`src/rtl/amo_port_arbiter_if.sv`:
```
// Requester-side and cache-side AMO signals of amo_port_arbiter, bundled.
// The arbiter uses the slave view; the environment (requesters + cache) uses the master view.
interface amo_port_arbiter_if #(
  parameter int NrPorts = 2,
  parameter int XLEN    = 64,
  parameter int PLEN    = 56,
  parameter int CLEN    = 128,
  parameter int TagW    = 1,
  parameter int SizeW   = 2,
  parameter int OpW     = 4
) ();
  logic [NrPorts-1:0]            req_valid_i;
  logic [NrPorts-1:0][OpW-1:0]   req_op_i;
  logic [NrPorts-1:0][PLEN-1:0]  req_paddr_i;
  logic [NrPorts-1:0][CLEN-1:0]  req_data_i;
  logic [NrPorts-1:0][TagW-1:0]  req_tag_i;
  logic [NrPorts-1:0][SizeW-1:0] req_size_i;
  logic [NrPorts-1:0]            req_gnt_o;
  logic [NrPorts-1:0]            resp_valid_o;
  logic [CLEN-1:0]               resp_result_o;
  logic [TagW-1:0]               resp_tag_o;
  logic                          amo_req_o;
  logic [OpW-1:0]                amo_op_o;
  logic [SizeW-1:0]              amo_size_o;
  logic [XLEN-1:0]               amo_operand_a_o;
  logic [CLEN-1:0]               amo_operand_b_o;
  logic [TagW-1:0]               amo_cap_vld_o;
  logic                          amo_ack_i;
  logic [CLEN-1:0]               amo_result_i;
  logic [TagW-1:0]               amo_result_tag_i;

  modport slave (
    input  req_valid_i, req_op_i, req_paddr_i, req_data_i, req_tag_i, req_size_i,
    input  amo_ack_i, amo_result_i, amo_result_tag_i,
    output req_gnt_o, resp_valid_o, resp_result_o, resp_tag_o,
    output amo_req_o, amo_op_o, amo_size_o, amo_operand_a_o, amo_operand_b_o, amo_cap_vld_o
  );

  modport master (
    output req_valid_i, req_op_i, req_paddr_i, req_data_i, req_tag_i, req_size_i,
    output amo_ack_i, amo_result_i, amo_result_tag_i,
    input  req_gnt_o, resp_valid_o, resp_result_o, resp_tag_o,
    input  amo_req_o, amo_op_o, amo_size_o, amo_operand_a_o, amo_operand_b_o, amo_cap_vld_o
  );
endinterface

```
`src/rtl/amo_port_arbiter.sv`:
```
// Round-robin arbiter sharing one data-cache AMO port among NrPorts requesters,
// with a single outstanding AMO and flush-driven response suppression.
module amo_port_arbiter #(
  parameter int NrPorts = 2,
  parameter int XLEN    = 64,
  parameter int PLEN    = 56,
  parameter int CLEN    = 128,
  parameter int TagW    = 1,
  parameter int SizeW   = 2,
  parameter int OpW     = 4
) (
  input  logic               clk_i,
  input  logic               rst_i,
  input  logic               flush_i,
  amo_port_arbiter_if.slave  bus
);

  localparam int PtrW = (NrPorts > 1) ? $clog2(NrPorts) : 1;

  typedef enum logic {
    ST_IDLE,
    ST_BUSY
  } state_e;

  state_e              r_state;
  logic [PtrW-1:0]     r_owner;
  logic [PtrW-1:0]     r_rr_ptr;
  logic                r_drop;
  logic                r_amo_req;
  logic [OpW-1:0]      r_op;
  logic [SizeW-1:0]    r_size;
  logic [XLEN-1:0]     r_operand_a;
  logic [CLEN-1:0]     r_operand_b;
  logic [TagW-1:0]     r_cap_vld;
  logic [NrPorts-1:0]  r_resp_valid;
  logic [CLEN-1:0]     r_resp_result;
  logic [TagW-1:0]     r_resp_tag;

  logic [PtrW-1:0]     w_winner;
  logic [PtrW-1:0]     w_next_ptr;
  logic                w_found;
  logic                w_grant;

  // First valid port at or after the round-robin pointer, wrapping around.
  always_comb begin : p_winner
    int idx;
    // NOTE: every variable gets a default first so no path can infer a latch.
    idx      = 0;
    w_winner = '0;
    w_found  = 1'b0;
    for (int i = 0; i < NrPorts; i++) begin
      idx = int'(r_rr_ptr) + i;
      if (idx >= NrPorts) idx = idx - NrPorts;
      if (!w_found && bus.req_valid_i[PtrW'(idx)]) begin
        w_found  = 1'b1;
        w_winner = PtrW'(idx);
      end
    end
  end

  // Reset is folded in so the combinational grant is also quiet during reset.
  assign w_grant    = (r_state == ST_IDLE) && !flush_i && w_found && !rst_i;
  assign w_next_ptr = (w_winner == PtrW'(NrPorts - 1)) ? '0 : w_winner + 1'b1;

  always_ff @(posedge clk_i or posedge rst_i) begin
    if (rst_i) begin
      r_state       <= ST_IDLE;
      r_owner       <= '0;
      r_rr_ptr      <= '0;
      r_drop        <= 1'b0;
      r_amo_req     <= 1'b0;
      r_op          <= '0;
      r_size        <= '0;
      r_operand_a   <= '0;
      r_operand_b   <= '0;
      r_cap_vld     <= '0;
      r_resp_valid  <= '0;
      r_resp_result <= '0;
      r_resp_tag    <= '0;
    end else begin
      // NOTE: sequential state is written with non-blocking assignments only.
      r_resp_valid <= '0;
      case (r_state)
        ST_IDLE: begin
          if (w_grant) begin
            r_op        <= bus.req_op_i[w_winner];
            r_size      <= bus.req_size_i[w_winner];
            r_operand_a <= XLEN'(bus.req_paddr_i[w_winner]);
            r_operand_b <= bus.req_data_i[w_winner];
            r_cap_vld   <= bus.req_tag_i[w_winner];
            r_owner     <= w_winner;
            r_rr_ptr    <= w_next_ptr;
            r_drop      <= 1'b0;
            r_amo_req   <= 1'b1;
            r_state     <= ST_BUSY;
          end
        end
        ST_BUSY: begin
          // The cache request is never aborted; a flush only marks its response for discard.
          if (flush_i) r_drop <= 1'b1;
          if (bus.amo_ack_i) begin
            r_amo_req <= 1'b0;
            r_state   <= ST_IDLE;
            if (!r_drop && !flush_i) begin
              r_resp_valid[r_owner] <= 1'b1;
              r_resp_result         <= bus.amo_result_i;
              r_resp_tag            <= bus.amo_result_tag_i;
            end
          end
        end
        default: r_state <= ST_IDLE;
      endcase
    end
  end

  assign bus.req_gnt_o       = w_grant ? (NrPorts'(1) << w_winner) : '0;
  assign bus.resp_valid_o    = r_resp_valid;
  assign bus.resp_result_o   = r_resp_result;
  assign bus.resp_tag_o      = r_resp_tag;
  assign bus.amo_req_o       = r_amo_req;
  assign bus.amo_op_o        = r_op;
  assign bus.amo_size_o      = r_size;
  assign bus.amo_operand_a_o = r_operand_a;
  assign bus.amo_operand_b_o = r_operand_b;
  assign bus.amo_cap_vld_o   = r_cap_vld;

endmodule

```
`src/flat_wrapper.sv`:
```
// flat-port wrapper written by rule: the top's interface ports become plain ports
module amo_port_arbiter_flat 
#(
  parameter int NrPorts = 2,
  parameter int XLEN    = 64,
  parameter int PLEN    = 56,
  parameter int CLEN    = 128,
  parameter int TagW    = 1,
  parameter int SizeW   = 2,
  parameter int OpW     = 4
)
  (clk_i, rst_i, flush_i, bus_req_valid_i, bus_req_op_i, bus_req_paddr_i, bus_req_data_i, bus_req_tag_i, bus_req_size_i, bus_amo_ack_i, bus_amo_result_i, bus_amo_result_tag_i, bus_req_gnt_o, bus_resp_valid_o, bus_resp_result_o, bus_resp_tag_o, bus_amo_req_o, bus_amo_op_o, bus_amo_size_o, bus_amo_operand_a_o, bus_amo_operand_b_o, bus_amo_cap_vld_o);
  amo_port_arbiter_if #(.NrPorts(NrPorts), .XLEN(XLEN), .PLEN(PLEN), .CLEN(CLEN), .TagW(TagW), .SizeW(SizeW), .OpW(OpW)) bus_i ();
  input  logic clk_i;
  input  logic rst_i;
  input  logic flush_i;
  input wire logic [$bits(bus_i.req_valid_i)-1:0] bus_req_valid_i;
  input wire logic [$bits(bus_i.req_op_i)-1:0] bus_req_op_i;
  input wire logic [$bits(bus_i.req_paddr_i)-1:0] bus_req_paddr_i;
  input wire logic [$bits(bus_i.req_data_i)-1:0] bus_req_data_i;
  input wire logic [$bits(bus_i.req_tag_i)-1:0] bus_req_tag_i;
  input wire logic [$bits(bus_i.req_size_i)-1:0] bus_req_size_i;
  input wire logic [$bits(bus_i.amo_ack_i)-1:0] bus_amo_ack_i;
  input wire logic [$bits(bus_i.amo_result_i)-1:0] bus_amo_result_i;
  input wire logic [$bits(bus_i.amo_result_tag_i)-1:0] bus_amo_result_tag_i;
  output wire logic [$bits(bus_i.req_gnt_o)-1:0] bus_req_gnt_o;
  output wire logic [$bits(bus_i.resp_valid_o)-1:0] bus_resp_valid_o;
  output wire logic [$bits(bus_i.resp_result_o)-1:0] bus_resp_result_o;
  output wire logic [$bits(bus_i.resp_tag_o)-1:0] bus_resp_tag_o;
  output wire logic [$bits(bus_i.amo_req_o)-1:0] bus_amo_req_o;
  output wire logic [$bits(bus_i.amo_op_o)-1:0] bus_amo_op_o;
  output wire logic [$bits(bus_i.amo_size_o)-1:0] bus_amo_size_o;
  output wire logic [$bits(bus_i.amo_operand_a_o)-1:0] bus_amo_operand_a_o;
  output wire logic [$bits(bus_i.amo_operand_b_o)-1:0] bus_amo_operand_b_o;
  output wire logic [$bits(bus_i.amo_cap_vld_o)-1:0] bus_amo_cap_vld_o;
  assign bus_i.req_valid_i = bus_req_valid_i;
  assign bus_i.req_op_i = bus_req_op_i;
  assign bus_i.req_paddr_i = bus_req_paddr_i;
  assign bus_i.req_data_i = bus_req_data_i;
  assign bus_i.req_tag_i = bus_req_tag_i;
  assign bus_i.req_size_i = bus_req_size_i;
  assign bus_i.amo_ack_i = bus_amo_ack_i;
  assign bus_i.amo_result_i = bus_amo_result_i;
  assign bus_i.amo_result_tag_i = bus_amo_result_tag_i;
  assign bus_req_gnt_o = bus_i.req_gnt_o;
  assign bus_resp_valid_o = bus_i.resp_valid_o;
  assign bus_resp_result_o = bus_i.resp_result_o;
  assign bus_resp_tag_o = bus_i.resp_tag_o;
  assign bus_amo_req_o = bus_i.amo_req_o;
  assign bus_amo_op_o = bus_i.amo_op_o;
  assign bus_amo_size_o = bus_i.amo_size_o;
  assign bus_amo_operand_a_o = bus_i.amo_operand_a_o;
  assign bus_amo_operand_b_o = bus_i.amo_operand_b_o;
  assign bus_amo_cap_vld_o = bus_i.amo_cap_vld_o;
  amo_port_arbiter #(.NrPorts(NrPorts), .XLEN(XLEN), .PLEN(PLEN), .CLEN(CLEN), .TagW(TagW), .SizeW(SizeW), .OpW(OpW)) u_core (.clk_i(clk_i), .rst_i(rst_i), .flush_i(flush_i), .bus(bus_i));
endmodule
```
`config.mk`:
```
export PLATFORM = sky130hd
export DESIGN_NAME = amo_port_arbiter_flat
export DESIGN_NICKNAME = d
export VERILOG_FILES = /design/src/rtl/amo_port_arbiter_if.sv /design/src/rtl/amo_port_arbiter.sv /design/src/flat_wrapper.sv
export SDC_FILE = /design/constraint.sdc
export NUM_CORES = 1
export LEC_CHECK = 0
export ABC_AREA = 1
export BUFFER_PORTS_ARGS = -buffer_cell sky130_fd_sc_hd__buf_4
export CORE_AREA = 5 5 326 328
export DETAILED_ROUTE_END_ITERATION = 8
export DIE_AREA = 0 0 331 333
export SYNTH_ARGS = -nofsm -noshare
export SYNTH_HDL_FRONTEND = slang
export SYNTH_SLANG_ARGS = --single-unit
```
`constraint.sdc`:
```
create_clock -name clk_i -period 19.2 [get_ports clk_i]
set_input_delay 3.84 -clock clk_i [delete_from_list [all_inputs] [get_ports clk_i]]
set_output_delay 3.84 -clock clk_i [all_outputs]
set_load 0.01 [all_outputs]
```
; Word level (Yosys, flattened, before mapping)
; Cells that the tools add are included.
[word_totals]
word_cells = 79
regBits = 327
in_bits = 517
[op_classes]
order_cmp = 7
add_sub_neg = 4
reduce_logical = 14
eq_ne = 3
shift = 1
bitwise = 1
mux = 36
[op_table]
columns = cell, count
row1 = $mux W128, 2
row2 = $mux W56, 2
row3 = $mux W1, 20
row4 = $mux W2, 6
row5 = $mux W4, 2
row6 = $logic_and A1 B1 Y1, 6
row7 = $lt A1 B3 Y1 const B, 2
row8 = $pmux W1 S2, 3
row9 = $reduce_and A2 Y1, 3
row10 = $logic_not A1 Y1, 4
row11 = $lt A1 B2 Y1 const B, 2
row12 = $ne A2 B2 Y1 const B, 2
row13 = $reduce_and A3 Y1, 1
row14 = $add A1 B1 Y2 const B, 1
row15 = $ge A1 B2 Y1 const B, 1
row16 = $ge A2 B2 Y1 const B, 1
row17 = $ne A2 B1 Y1 const B, 1
row18 = $shl A1 B1 Y2 const A, 1
row19 = $sub A1 B1 Y1 const B, 2
row20 = $add A1 B1 Y1 const B, 1
row21 = $demux W1 S1, 1
row22 = $ge A1 B1 Y1 const B, 1
row23 = $not A1 Y1, 1

; Depth between registers and ports, before layout
; Gate-level depths: netlist (run 1).
[logic_depth]
word_depth = 13
ltp_mapped = 8
depth_no_buf = 5

; Worst setup path after synthesis (run 1)
; No wires, ideal clock.
[synth_path]
path_kind = input port to output port
start = input rst_i
end = output bus_req_gnt_o[0]
path_buffers = 1
setup_slack_ns = 3.729
t_arrival_ns = 11.631
required_ns = 15.360
path_stages = 6
path_cell_list = inv_1 nand2_1 nor2_2 buf_2 nand2_1 inv_1
[synth_between]
elab_chain_len = 3
[synth_lines]
columns = item, line
row1 = "start, declared", flat_wrapper.sv:15  ; input logic rst_i;
row2 = $logic_not A1 Y1, amo_port_arbiter.sv:62  ; assign w_grant = (r_state == ST_IDLE) && !flush_i && w_found && !rst_i;
row3 = $logic_and A1 B1 Y1, amo_port_arbiter.sv:62
row4 = $mux W2, amo_port_arbiter.sv:116  ; assign bus.req_gnt_o = w_grant ? (NrPorts'(1) << w_winner) : '0;
row5 = "end, declared", flat_wrapper.sv:26  ; output wire logic [$bits(bus_i.req_gnt_o)-1:0] bus_req_gnt_o;
; No other way between the ends.

; Worst setup path after layout (run 1)
; Ends and elaborated chain as after synthesis.

==> run_results.csv, run 1 <==
group,metric,value,unit
cts,cts.sinks,327,
finish,syn_to_final_growth,59.6,%
power_and_ir_drop,p_leak,13.5,nW
drt,route.vias.total,15900,
cts,clk_path_buf_depth,3,
finish,nets,3321,
cts,path_clk_slew,0.06,ns
power_and_ir_drop,power,2.69,mW
worst_setup_path,crit_path_end_kind,"output pin",
placed_design,place_congestion,0.858,
cts,postCtsSetupBuffers,0,
drt,post_drt_wl_per_cell,16.6,um
worst_setup_path,crit_arrival,6.27,ns
die,io_pins,850,
logic_synthesis,synth.cell_area,15000,um^2
global_route,antenna_found_initial,13,
cts,cts.repair.resized,0,
worst_setup_path,worst_r2r_path_depth,6,
die,die_y,333,um
sta,rsz0062_at_grt,"false",
worst_setup_path,critPathLaunchType,"input port",
sta,fin_crit,10.11,ns
worst_setup_path,worst-path-max-fanout,79,
sta,setup-tns-final,0,ns
die,core_area,103000,um^2
outcome,status,"finished clean",
global_route,grt_pass1_wl,99.3,mm
finish,drive_gt1_share,32.7,%
min_path,worstHoldPathCells,2,
sta,drv_slew,0,
die,die_area,110000,um^2
sta,period_share,52.7,%
sta,hold_violations,0,
min_path,hold_class,"register to register",
cts,clk_latency,0.61,ns
power_and_ir_drop,ir_worst_vdd,0.0000544,V
placed_design,place_inst,4141,
sta,tightest_slew,1.02,ns
placed_design,portBuffers,840,
drt,drtPass1Iterations,5,
logic_synthesis,yosysUniqueCellTypes,12,
sta,slew_headroom,32.3,%
global_route,grt_max_degree,142,
global_route,grt_pass1_vias,15500,
placed_design,placed_area,22600,um^2
drt,via_per_inst,3.76,
job,cap_violations,0,
min_path,holdPathEnd,"u_core.bus.resp_result_o[99]",
logic_synthesis,yosysSeqAreaShare,54.5,%
drt,ant_nets,0,
global_route,grt_overflow,0,
worst_setup_path,r2r-end,"u_core.bus.amo_operand_b_o[90]",
die,num_rows,118,
finish,fin_area,24000,um^2
logic_synthesis,avgSynthCellArea,7.37,um^2
drt,remaining_drc_errors,0,
die,die_w,331,um
die,start_util,14.6,%
logic_synthesis,synth_seq_cells,327,
drt,drt-total-wl,70.0,mm
cts,cts_hold_buf,0,
sta,setup_viol,0,
cts,cts_made_buffers,41,
worst_setup_path,r2r-start,"u_core.r_rr_ptr",
worst_setup_path,crit_type,"input port to output pin",
logic_synthesis,yosys_warnings,0,
min_path,min-delay-start,"u_core.bus.resp_result_o[99]",
power_and_ir_drop,cellPowerDensity,112,nW/um^2
global_route,grtUsageTotal,11.8,%
worst_setup_path,ff2ff_setup_slack,16.54,ns
worst_setup_path,required,15.36,ns
sta,finClkSkew,0.0329,ns
placed_design,dpl.hpwl,53.3,mm
cts,htreeDepth,2,
finish,layout.cells.non_filler,4222,
drt,first_iter_violations,796,
cts,cts_tree,"yes",
cts,root_buffer,"clkbuf_16",
sta,fmax,98.9,MHz
logic_synthesis,synthCells,2038,
## through the flow
stage               hold slack [ns]  setup WS [ns]  util (%)
finish                        0.477           9.09      23.3
floorplan                     0.426           3.73         -
global placement              0.464           8.92      21.9
detailed placement            0.466           8.94      21.9
global route                  0.490           8.79      23.3
CTS                           0.481           8.96      23.3
## placed cells by master (no fill, tap or decap), types with 3 or more instances in the layout
cell and instances:
nand2_1 1357, buf_4 856, dfrtp_1 326, nand3_1 191
clkbuf_16 41, clkbuf_1 12, inv_1 8, conb_1 8
diode_2 7, clkbuf_8 6, clkinv_2 6, nor2_1 5
bufinv_16 4, nand2_4 3
## worst max-delay path by stage
stage | startpoint | endpoint | slack, ns | cells after the start
finish | rst_i | bus_req_gnt_o[0] | 9.09 | 9
floorplan | rst_i | bus_req_gnt_o[0] | 3.73 | 6
global placement | rst_i | bus_req_gnt_o[0] | 8.92 | 9
CTS | rst_i | bus_req_gnt_o[0] | 8.96 | 9
detailed placement | rst_i | bus_req_gnt_o[0] | 8.94 | 9
global route | rst_i | bus_req_gnt_o[0] | 8.79 | 9
## metal layers
metal	part of all wire, %	global-route usage (%)	vias to the layer above
met3	9.8	4.41	102
li1	-	-	7763
met2	49	20.8	613
met1	38	13.4	7410
met5	0.049	0	-
met4	2.9	3.73	4
## synthesized netlist by cell type
cell / n / area share, %
buf_4: 12 / 0.60
nor2_2: 1 / 0.042
nand3_1: 191 / 6.4
dfrtp_1: 327 / 54
nand2_1: 1360 / 34
nor2_1: 6 / 0.15
buf_1: 1 / 0.025
inv_1: 9 / 0.22
clkbuf_1: 24 / 0.60
buf_2: 105 / 3.5
conb_1: 1 / 0.025
o21ai_0: 1 / 0.033
## worst max-delay path: stages
cell and delay, ns:
buf_4 0.13, inv_8 0.43, nand2_1 0.18, nor2_4 0.13, buf_4 0.46, buf_4 0.67
nand2_1 0.15, inv_1 0.09, buf_4 0.12
## sequential cells by signal (all words and copies together), names as in the netlist, 2 cells and up
name                        cells
u_core.bus.amo_size_o           2
u_core.bus.amo_operand_b_o    128
u_core.bus.amo_operand_a_o     56
u_core.bus.amo_op_o             4
u_core.bus.resp_result_o      128
u_core.bus.resp_valid_o         2
## final cells by class
class	count	area, um^2
fill	11500	78900
sequential	327	8190
timing repair buffer	858	6460
multi-input combinational	1567	6160
tap	1380	1730
clock buffer	59	1150
clock inverter	15	234
inverter	9	41.3
antenna	7	17.5
## logic make-up (layout without fill, tap and decap cells)
logic type      count (synthesis)  in the layout  share of synthesized area, %
flops                         327            327                          54.5
other cells                     1             15                        0.0250
buf+inv                       151            941                          4.95
simple gates                 1558           1558                          40.5
compound gates                  1              1                        0.0333
## power by group
part / internal, mW / switching (mW) / total, mW
registers: 0.883 / 0.120 / 1.00
logic: 0.417 / 0.468 / 0.885
clock network: 0.477 / 0.326 / 0.802
total: 1.78 / 0.914 / 2.69
Power figures use the tool's default switching activity.
==> run 2: changes to the inputs <==
--- a/config.mk
+++ b/config.mk
@@ -7,9 +7,9 @@
 export LEC_CHECK = 0
 export ABC_AREA = 1
 export BUFFER_PORTS_ARGS = -buffer_cell sky130_fd_sc_hd__buf_4
-export CORE_AREA = 5 5 326 328
+export CORE_AREA = 5 5 327 329
 export DETAILED_ROUTE_END_ITERATION = 8
-export DIE_AREA = 0 0 331 333
+export DIE_AREA = 0 0 332 334
 export SYNTH_ARGS = -nofsm -noshare
 export SYNTH_HDL_FRONTEND = slang
 export SYNTH_SLANG_ARGS = --single-unit
==> constraint.sdc (replaced) <==
create_clock -name clk_i -period 9.8 [get_ports clk_i]
set_input_delay 1.96 -clock clk_i [delete_from_list [all_inputs] [get_ports clk_i]]
set_output_delay 1.96 -clock clk_i [all_outputs]
set_load 0.01 [all_outputs]
==> run_results.csv, run 2 (same netlist as run 1, synthesis figures left out) <==
group,metric,value,unit
sta,tightest_slew,1.43,ns
sta,rsz0062_at_grt,"false",
sta,slew_headroom,4.39,%
global_route,grtUsageTotal,12.5,%
drt,wl_met1,28.3,mm
worst_setup_path,crit_chain,"buf_6 > nand2_1 > nor2_4 > buf_4 > nand2_1 > inv_1 > buf_4",
cts,cts_hold_buf,0,
drt,post_drt_wl_per_cell,17.3,um
worst_setup_path,worst_r2r_path_depth,6,
sta,finClkSkew,0.0127,ns
drt,via_per_inst,3.76,
drt,routed-wl-met3,6.46,mm
die,die_y,334,um
drt,first_iter_violations,821,
power_and_ir_drop,p_leak,13.5,nW
min_path,worstHoldPathCells,2,
min_path,hold_class,"register to register",
die,die_w,332,um
worst_setup_path,crit_family,"buffers and inverters",
cts,cts_tree,"yes",
power_and_ir_drop,ir_worst_vdd,0.000101,V
cts,cts_made_buffers,42,
cts,clk_path_buf_depth,3,
worst_setup_path,crit_type,"input port to output pin",
worst_setup_path,cp_slowest_stage_delay,0.48,ns
placed_design,portBuffers,840,
sta,fmax,194,MHz
cts,root_buffer,"clkbuf_16",
drt,met2_wirelength,36.0,mm
drt,routed.top_layer,"met5",
global_route,antenna_found_initial,18,
sta,setup-tns-final,0,ns
worst_setup_path,r2r-start,"u_core.r_state",
worst_setup_path,worst-path-max-fanout,56,
worst_setup_path,path_depth,7,
finish,drive_gt1_share,32.8,%
sta,drv_slew,0,
cts,cts.sinks,327,
sta,hold_violations,0,
sta,period_share,52.7,%
worst_setup_path,r2r-end,"u_core.bus.amo_operand_a_o[51]",
worst_setup_path,crit_buf_inv,4,
finish,postLayoutCoreUtil,23.3,%
sta,fin_crit,5.17,ns
global_route,grt_max_degree,169,
die,io_pins,850,
drt,route.vias.total,15900,
min_path,min-delay-start,"u_core.bus.amo_operand_b_o[55]",
worst_setup_path,crit_arrival,3.21,ns
finish,nets,3322,
worst_setup_path,required,7.84,ns
worst_setup_path,crit_path_end_kind,"output pin",
die,start_util,14.6,%
placed_design,place_congestion,0.882,
finish,layout_commonest_cell,"nand2_1",
drt,ant_nets,0,
cts,clk_latency,0.59,ns
drt,drtPass1Iterations,5,
min_path,holdPathEnd,"u_core.bus.amo_operand_b_o[55]",
drt,remaining_drc_errors,0,
finish,layout_common_cells,"nand2_1 (1357), buf_4 (855), dfrtp_1 (326)",
placed_design,dpl.hpwl,56.0,mm
die,core_area,103000,um^2
die,num_rows,118,
job,cap_violations,0,
outcome,status,"finished clean",
worst_setup_path,cp_slowest_cell,"buf_4",
power_and_ir_drop,cellPowerDensity,223,nW/um^2
finish,syn_to_final_growth,60.4,%
cts,postCtsSetupBuffers,0,
global_route,grt_overflow,0,
drt,drt-total-wl,73.2,mm
sta,setup_viol,0,
cts,path_clk_slew,0.05,ns
cts,cts.repair.resized,0,
global_route,grt_pass1_wl,105,mm
die,die_area,111000,um^2
worst_setup_path,critPathLaunchType,"input port",
global_route,grt_pass1_vias,15800,
cts,htreeDepth,2,
worst_setup_path,ff2ff_setup_slack,6.98,ns
==> run 2: changes by cell type in the layout (fill, tap and decap cells not counted), moves of 2 or more <==
cell,previous run,this run
clkbuf_8,6,8
clkinvlp_4,0,3
clkinv_2,6,2
bufinv_16,4,6
diode_2,7,11
==> run 2: worst max-delay path by stage <==
stage / from / end / slack (ns)
3_5_place_dp: bus_req_valid_i[0] / bus_req_gnt_o[0] / 4.59
3_3_place_gp: bus_req_valid_i[0] / bus_req_gnt_o[0] / 4.58
2_1_floorplan: rst_i / bus_req_gnt_o[0] / 0.57
4_1_cts: bus_req_valid_i[0] / bus_req_gnt_o[0] / 4.58
5_1_grt: flush_i / bus_req_gnt_o[0] / 4.51
6_report: bus_req_valid_i[0] / bus_req_gnt_o[0] / 4.63
==> run 2: area by class of cell <==
cell class	instances	area [um^2]
Inverter	9	37.5
Tap cell	1380	1730
Clock inverter	15	285
Fill cell	11400	79100
Sequential cell	327	8190
Timing Repair Buffer	858	6470
Clock buffer	61	1200
Multi-Input combinational cell	1567	6160
Antenna cell	11	27.5
==> run 2: per-stage QoR <==
step | setup slack (ns) | cells | cell area, um^2 | total power, mW | hold slack [ns]
after floorplan | 0.572 | 2045 | 15100 | 2.68 | 0.426
after global placement | 4.58 | 4141 | 22600 | 3.75 | 0.463
after detailed placement | 4.59 | 4141 | 22600 | 3.76 | 0.466
after CTS | 4.58 | 4217 | 24100 | 5.49 | 0.482
after global routing | 4.51 | 4223 | 24100 | 5.71 | 0.492
final | 4.63 | 4228 | 24100 | 5.37 | 0.476
==> run 2: report_power, final <==
part | internal [mW] | switching [mW]
registers | 1.73 | 0.244
logic | 0.817 | 0.909
clock network | 1.02 | 0.647
==> run 2: worst reg2reg max path: stages (launching register included) <==
cell     delay [ns]
dfrtp_1        0.39
nor2_1         0.09
nand2_4        0.49
buf_4          0.63
buf_4          0.82
nand2_1        0.23
nand2_1        0.11
==> run 2: routing by layer <==
metal  vias up  track usage (%)
met4        10             4.63
li1       7763                -
met3       117             4.60
met1      7376             14.4
met5         -                0
met2       641             21.3
